File: src/rtl/tile_pkg.sv
// rtl/tile_pkg.sv - shared types, field positions and colour conversion for tile resolve
package tile_pkg;

  typedef logic [71:0] pixel72_t;
  typedef logic [31:0] rgba32_t;

  // Tile buffer pixel layout: {R16, G16, B16, depth24}
  localparam int COLOUR_MSB = 71;
  localparam int COLOUR_LSB = 24;
  localparam int DEPTH_MSB  = 23;
  localparam int DEPTH_LSB  = 0;
  localparam int R_MSB      = 71;
  localparam int G_MSB      = 55;
  localparam int B_MSB      = 39;

  typedef enum logic [2:0] {
    ST_IDLE,
    ST_READ_ROWS,
    ST_WAIT_RET,
    ST_DRAIN_ODD,
    ST_DONE
  } state_t;

  // Keep the top byte of each 16-bit channel; depth is discarded.
  function automatic rgba32_t to_rgb8(input pixel72_t p, input logic [7:0] alpha);
    return {alpha, p[R_MSB -: 8], p[G_MSB -: 8], p[B_MSB -: 8]};
  endfunction

endpackage

File: src/rtl/resolve_fifo.sv
// rtl/resolve_fifo.sv - synchronous show-ahead FIFO carrying {last, user, data} beats
module resolve_fifo #(
  parameter int DEPTH = 4,
  parameter int WIDTH = 130
) (
  input  logic                         clk,
  input  logic                         rstn,
  input  logic                         push,
  input  logic [WIDTH-1:0]             din,
  input  logic                         pop,
  output logic [WIDTH-1:0]             dout,
  output logic                         full,
  output logic                         empty,
  output logic [$clog2(DEPTH+1)-1:0]   count
);

  localparam int PW = (DEPTH > 1) ? $clog2(DEPTH) : 1;
  localparam int CW = $clog2(DEPTH + 1);

  logic [WIDTH-1:0] mem [DEPTH];
  logic [PW-1:0]    wr_ptr;
  logic [PW-1:0]    rd_ptr;
  logic             do_push;
  logic             do_pop;

  assign full    = (count == CW'(DEPTH));
  assign empty   = (count == '0);
  assign do_push = push && !full;
  assign do_pop  = pop && !empty;
  assign dout    = mem[rd_ptr];

  function automatic logic [PW-1:0] bump(input logic [PW-1:0] p);
    return (p == PW'(DEPTH - 1)) ? '0 : p + 1'b1;
  endfunction

  // Storage array, no reset needed: contents are only visible when count is non-zero
  always_ff @(posedge clk) begin
    if (do_push) mem[wr_ptr] <= din;
  end

  // Pointer and occupancy tracking; simultaneous push and pop leaves count unchanged
  always_ff @(posedge clk) begin
    if (!rstn) begin
      wr_ptr <= '0;
      rd_ptr <= '0;
      count  <= '0;
    end else begin
      if (do_push) wr_ptr <= bump(wr_ptr);
      if (do_pop)  rd_ptr <= bump(rd_ptr);
      case ({do_push, do_pop})
        2'b10:   count <= count + 1'b1;
        2'b01:   count <= count - 1'b1;
        default: ;
      endcase
    end
  end

endmodule

File: src/rtl/tile_resolve.sv
// rtl/tile_resolve.sv - sweeps the tile buffer in 2x2 quads and emits scanline-ordered RGB8 beats
module tile_resolve
  import tile_pkg::*;
#(
  parameter int         POS_ADDRW   = 8,
  parameter int         TILE_WIDTH  = 128,
  parameter int         TILE_HEIGHT = 128,
  parameter logic [7:0] OUT_ALPHA   = 8'hFF,
  parameter int         FIFO_DEPTH  = 4
) (
  input  logic                  clk,
  input  logic                  rstn,
  input  logic                  i_start,
  input  logic                  i_tb_ready,
  output logic                  o_busy,
  output logic                  o_done,
  output logic [POS_ADDRW-1:0]  o_read_x,
  output logic [POS_ADDRW-1:0]  o_read_y,
  output logic                  o_read_valid,
  input  logic [3:0][71:0]      i_read_data,
  input  logic                  i_read_valid,
  output logic [127:0]          m_tdata,
  output logic                  m_tvalid,
  input  logic                  m_tready,
  output logic                  m_tlast,
  output logic                  m_tuser
);

  localparam int BPR = TILE_WIDTH / 4;
  localparam int LBW = (BPR > 1) ? $clog2(BPR) : 1;
  localparam int CW  = $clog2(FIFO_DEPTH + 1);

  state_t                state;
  logic [POS_ADDRW-1:0]  qx;
  logic [POS_ADDRW-1:0]  ry;
  logic [LBW-1:0]        di;
  logic [LBW-1:0]        ret_beat;
  logic                  ret_odd;
  logic                  rd_pend;
  logic [CW-1:0]         pending;
  logic [CW-1:0]         fifo_count;
  logic [CW:0]           credit_sum;
  logic                  fifo_full;
  logic                  fifo_empty;
  logic                  credit;
  logic                  issue;
  logic                  ret_ok;
  logic                  even_push;
  logic                  drain_push;
  logic                  fifo_push;
  logic                  fifo_pop;
  logic                  even_last;
  logic                  even_user;
  logic                  drain_last;
  logic [129:0]          fifo_din;
  logic [129:0]          fifo_dout;
  logic [127:0]          hold;
  logic [127:0]          linebuf [BPR];
  logic [31:0]           px [4];
  logic                  unused_depth;

  assign unused_depth = ^{i_read_data[0][DEPTH_MSB:DEPTH_LSB], i_read_data[1][DEPTH_MSB:DEPTH_LSB],
                          i_read_data[2][DEPTH_MSB:DEPTH_LSB], i_read_data[3][DEPTH_MSB:DEPTH_LSB]};

  // A left-half quad reserves one FIFO slot for the even-row beat it will complete.
  assign credit_sum   = {1'b0, fifo_count} + {1'b0, pending};
  assign credit       = credit_sum < (CW+1)'(FIFO_DEPTH);
  assign issue        = (state == ST_READ_ROWS) && i_tb_ready && (qx[1] || credit);
  assign o_read_valid = issue;
  assign o_read_x     = qx;
  assign o_read_y     = {ry[POS_ADDRW-2:0], 1'b0};

  // Return data belongs to the quad issued last cycle; rd_pend drops stale returns after reset.
  assign ret_ok     = rd_pend && i_read_valid;
  assign even_push  = ret_ok && ret_odd;
  assign drain_push = (state == ST_DRAIN_ODD) && !fifo_full;
  assign fifo_push  = even_push || drain_push;
  assign fifo_pop   = m_tvalid && m_tready;
  assign even_last  = (ret_beat == LBW'(BPR - 1));
  assign even_user  = (ry == '0) && (ret_beat == '0);
  assign drain_last = (di == LBW'(BPR - 1));
  assign fifo_din   = even_push ? {even_last, even_user, px[1], px[0], hold[63:0]}
                                : {drain_last, 1'b0, linebuf[di]};

  // Convert all four returned pixels to RGB8
  always_comb begin
    for (int k = 0; k < 4; k++) px[k] = to_rgb8(i_read_data[k], OUT_ALPHA);
  end

  // Left quad is held until its right partner returns; odd-row halves wait in the line buffer
  always_ff @(posedge clk) begin
    if (ret_ok && !ret_odd) hold <= {px[3], px[2], px[1], px[0]};
    if (even_push)          linebuf[ret_beat] <= {px[3], px[2], hold[127:64]};
  end

  // Sequencer: quad issue, odd-row drain, completion handshake
  always_ff @(posedge clk) begin
    if (!rstn) begin
      state    <= ST_IDLE;
      qx       <= '0;
      ry       <= '0;
      di       <= '0;
      ret_beat <= '0;
      ret_odd  <= 1'b0;
      rd_pend  <= 1'b0;
      pending  <= '0;
      o_busy   <= 1'b0;
      o_done   <= 1'b0;
    end else begin
      o_done  <= 1'b0;
      rd_pend <= issue;
      if (issue) begin
        ret_odd  <= qx[1];
        ret_beat <= qx[LBW+1:2];
      end
      case ({issue && !qx[1], even_push})
        2'b10:   pending <= pending + 1'b1;
        2'b01:   pending <= pending - 1'b1;
        default: ;
      endcase
      case (state)
        ST_IDLE: begin
          if (i_start && i_tb_ready) begin
            state  <= ST_READ_ROWS;
            qx     <= '0;
            ry     <= '0;
            o_busy <= 1'b1;
          end
        end
        ST_READ_ROWS: begin
          if (issue) begin
            if (qx == POS_ADDRW'(TILE_WIDTH - 2)) state <= ST_WAIT_RET;
            else                                  qx    <= qx + POS_ADDRW'(2);
          end
        end
        ST_WAIT_RET: begin
          state <= ST_DRAIN_ODD;
          di    <= '0;
        end
        ST_DRAIN_ODD: begin
          if (drain_push) begin
            if (drain_last) begin
              if (ry == POS_ADDRW'(TILE_HEIGHT / 2 - 1)) begin
                state <= ST_DONE;
              end else begin
                ry    <= ry + 1'b1;
                qx    <= '0;
                state <= ST_READ_ROWS;
              end
            end else begin
              di <= di + 1'b1;
            end
          end
        end
        ST_DONE: begin
          if (fifo_empty) begin
            state  <= ST_IDLE;
            o_busy <= 1'b0;
            o_done <= 1'b1;
          end
        end
        default: state <= ST_IDLE;
      endcase
    end
  end

  resolve_fifo #(
    .DEPTH (FIFO_DEPTH),
    .WIDTH (130)
  ) u_fifo (
    .clk   (clk),
    .rstn  (rstn),
    .push  (fifo_push),
    .din   (fifo_din),
    .pop   (fifo_pop),
    .dout  (fifo_dout),
    .full  (fifo_full),
    .empty (fifo_empty),
    .count (fifo_count)
  );

  assign m_tvalid = !fifo_empty;
  assign m_tdata  = fifo_empty ? '0 : fifo_dout[127:0];
  assign m_tuser  = !fifo_empty && fifo_dout[128];
  assign m_tlast  = !fifo_empty && fifo_dout[129];

endmodule

File: config.mk
export PLATFORM = sky130hd
export DESIGN_NAME = tile_resolve
export DESIGN_NICKNAME = d
export VERILOG_FILES = /design/src/rtl/tile_pkg.sv /design/src/rtl/resolve_fifo.sv /design/src/rtl/tile_resolve.sv
export SDC_FILE = /design/constraint.sdc
export NUM_CORES = 2
export LEC_CHECK = 0
export CELL_PAD_IN_SITES_DETAIL_PLACEMENT = 1
export CELL_PAD_IN_SITES_GLOBAL_PLACEMENT = 1
export CORE_UTILIZATION = 54
export DETAILED_ROUTE_END_ITERATION = 7
export GPL_ROUTABILITY_DRIVEN = 0
export PLACE_DENSITY_LB_ADDON = 0.1
export SETUP_SLACK_MARGIN = 0.15
export SYNTH_ARGS = -nofsm -noshare
export SYNTH_HDL_FRONTEND = slang
export SYNTH_MEMORY_MAX_BITS = 65536
export SYNTH_SLANG_ARGS = --single-unit
File: constraint.sdc
create_clock -name clk -period 8.2 [get_ports clk]
set_input_delay 1.64 -clock clk [delete_from_list [all_inputs] [get_ports clk]]
set_output_delay 1.64 -clock clk [all_outputs]
set_load 0.05 [all_outputs]
==> out/metrics.yaml <==
hold_ws_ps: 475
antenna_found_initial: 24
post_synth_most_frequent_cells: "3560 x sky130_fd_sc_hd__edfxtp_1, 844 x sky130_fd_sc_hd__mux4_2, 175 x sky130_fd_sc_hd__clkbuf_1, 146 x sky130_fd_sc_hd__mux2i_1, 134 x sky130_fd_sc_hd__a22oi_1"
first_global_vias: 69300
maxSlewViolCount: 0
share_of_the_synthesized_area_in_the_top_cell_type: 0.781
synth-edff-count: 3560
post-place-cells: 9366
muxShareOfSynthArea: 0.150
die_area_mm2: 0.255
vias_per_cell: 6.71
worstRegToRegCells: 6
final.setup.tns_ps: 0
cts_hold_buf: 0
leakagePower_nw: 46.7
dr_total_vias: 67300
worst_ep_required_time_ps: 6560
htree_levels: 5
die_width_um: 505
timing.critical_path.cells: "nor3_1 -> inv_6 -> buf_4 -> and2_1 -> clkdlybuf4s50_1"
share_of_post_route_cells_with_drive_strength_above_1: 0.234
layout_min_cycle_time_ps: 5610
die_h_um: 505
synth_fa_ha_area_frac: 0.00157
fin_skew_ps: 61.5
criticalPathCategory: "flop to output port"
port_buffers: 249
cp_slowest_cell: "sky130_fd_sc_hd__clkdlybuf4s50_1"
final_hpwl_dp_um: 200000
ys_warn_count: 0
n_fill_cell: 20100
route.detailed.wl_per_inst_um: 38.5
worst_setup_path_startpoint: "u_fifo.count[0]"
clk_latency_ps: 990
drt_pass1_iterations: 8
hold_start: "u_fifo.rd_ptr[1]"
design.portCount: 444
global_route.usage.total: 0.305
synthesis.area_per_instance_um2: 22.8
crit_path_max_fanout: 78
synth_top_cells_by_area: "sky130_fd_sc_hd__edfxtp_1 78%, sky130_fd_sc_hd__mux4_2 14%, sky130_fd_sc_hd__mux2i_1 1.1%"
cts_inserted_buffers: 373
gr-total-overflow: 0
setup_ws_ps: 2590
synth_most_common_cell: "sky130_fd_sc_hd__edfxtp_1"
cts.clk_slew.worst_paths_ps: 60
mappedNetlistArea_mm2: 0.137
routed_wirelength_um: 386000
synth-xor-area-share: 0.000704
critical-path-top-delay-family: "buffers and inverters"
arrival_time_reported_for_the_critical_path_endpoint_ps: 3970
crit_cells: 5
wire_length_of_the_first_global_routing_pass_um: 536000
max_cap_violations: 0
violations: "design-rule violations"
postSynthCellCount: 5999
outcome: "finished, violations left"
cp_num_buf_inv: 3
antenna_violating_nets_post_route: 0
clock.fmax_mhz: 178
fp.coreArea_mm2: 0.252
quantity_of_gates_resized_following_cts: 0
timing.slew.headroom: 0.0656
tightestPinTransition_ps: 1400
clockBufferDepth: 4
cts_tree: "yes"
timing.hold.worst_path_depth: 2
cts_sinks: 3609
initial_utilization: 0.544
grt_max_degree: 128
grt_setup_unrepaired: "false"
rows: 184
cts-root-buf: "sky130_fd_sc_hd__clkbuf_16"
postSynth.topFlopCell: "sky130_fd_sc_hd__edfxtp_1"
final-setup-viol-count: 0
cp-start-kind: "flop"
drt-initial-drc-count: 8260
irDropWorstVdd_mv: 0.231
layoutNonFillerInstCount: 10000
timing_hold_violations_final: 0
detail_route.drc_violations: 66
cell_accounting_for_the_most_synthesized_area: "sky130_fd_sc_hd__edfxtp_1"
crit_path_max_incr_delay_ps: 750
asyncSetResetFlopFracSynth: 0
placement.setup.worst_slack_ps: 2440
synthSimpleGateAreaFrac: 0.0151
area_fraction_in_compound_gates_after_synthesis: 0.0296
finish.utilization: 0.617
synth_seq_area_share: 0.788
synth_top_family_by_area: "multiplexers"
yosysUniqueCellTypes: 66
yosys_register_bits: 3609
areaGrowthSynthToFinish_pct: 13.5
pd_cells_mw_per_mm2: 241
worst_setup_path_end_kind: "output port"
hold_removal_path_class: "flop to flop"
finish.net_count: 6703
timing.final.crit_share: 0.684
post_cts_buffers: 0
metal layers:
layer,vias up,part of all wire,global-route usage
met1,36900,0.39,0.428
li1,26300,-,-
met3,560,0.093,0.0608
met4,10,0.030,0.0927
met2,3486,0.48,0.488
met5,-,0.00017,0
cell type report:
class / instances / area, um^2 / share of cell area
Inverter: 23 / 96.3 / 0.000620
Clock inverter: 198 / 1870 / 0.0121
Multi-Input combinational cell: 1999 / 27300 / 0.176
Sequential cell: 3609 / 108000 / 0.695
Antenna cell: 22 / 55.1 / 0.000354
Timing Repair Buffer: 387 / 4110 / 0.0264
Tap cell: 3348 / 4190 / 0.0270
Clock buffer: 446 / 9780 / 0.0629
final timing paths:
kind / to / slack, ps
worst max-delay path: m_tdata[47] / 2590
worst min-delay path: flop / 470
worst max register to register: u_fifo.mem[2][6] / 3880
worst min register to register: flop / 470
where the power goes:
group	internal, mW	leakage (nW)	total, mW	switching [mW]
Sequential	20.2	32.4	20.2	0.0498
Clock	9.57	5.68	16.4	6.87
Combinational	0.218	8.57	0.744	0.526
Total	30.0	46.7	37.4	7.45
placed cells by master (no fill, tap or decap), drive strengths merged, types with 7 or more instances in the layout:
cell | netlist | layout
clkbuf | 175 | 446
o22ai | 102 | 102
nor2 | 78 | 78
diode | 0 | 22
dfxtp | 49 | 49
nor3 | 54 | 54
xor2 | 10 | 10
bufinv | 0 | 36
buf | 194 | 140
a211o | 82 | 82
nand3 | 12 | 12
o21ai | 69 | 69
ha | 14 | 14
a21oi | 107 | 107
or3 | 10 | 10
a221oi | 50 | 50
nor2b | 44 | 44
nand2b | 7 | 7
edfxtp | 3560 | 3560
a22oi | 134 | 134
clkinv | 1 | 142
clkdlybuf4s50 | 0 | 247
and2 | 106 | 106
mux2i | 146 | 146
clkinvlp | 0 | 15
mux4 | 844 | 844
nand2 | 44 | 44
inv | 22 | 28
state kept, by name, summed over array words and instances (netlist names), named ones only:
signal         cells
u_fifo.count       3
o_done             1
ret_odd            1
ret_beat           5
rd_pend            1
di                 5
state              3
ry                 8
u_fifo.rd_ptr      2
linebuf         3072
pending            3
u_fifo.mem       392
u_fifo.wr_ptr      2
o_busy             1
o_read_x           7
hold              96
logic make-up after synthesis:
group | Yosys count
compound gates | 588
xor+xnor | 11
fa+ha+maj | 16
buf+inv | 392
flops | 3609
mux | 996
other cells | 1
simple gates | 386
through the flow:
step / instance area (um^2) / total power, mW
2_1_floorplan: 137000 / 21.0
3_3_place_gp: 144000 / 21.3
3_5_place_dp: 144000 / 21.3
4_1_cts: 155000 / 37.6
5_1_grt: 155000 / 38.2
6_report: 155000 / 37.4
worst register-to-register path, cell delays in order (launching register included):
cell and delay [ps]:
sky130_fd_sc_hd__dfxtp_4 900, sky130_fd_sc_hd__buf_4 790, sky130_fd_sc_hd__buf_4 880, sky130_fd_sc_hd__mux4_2 620, sky130_fd_sc_hd__a22oi_1 260, sky130_fd_sc_hd__a21oi_1 110, sky130_fd_sc_hd__a211o_1 430
Power figures use the tool's default switching activity.
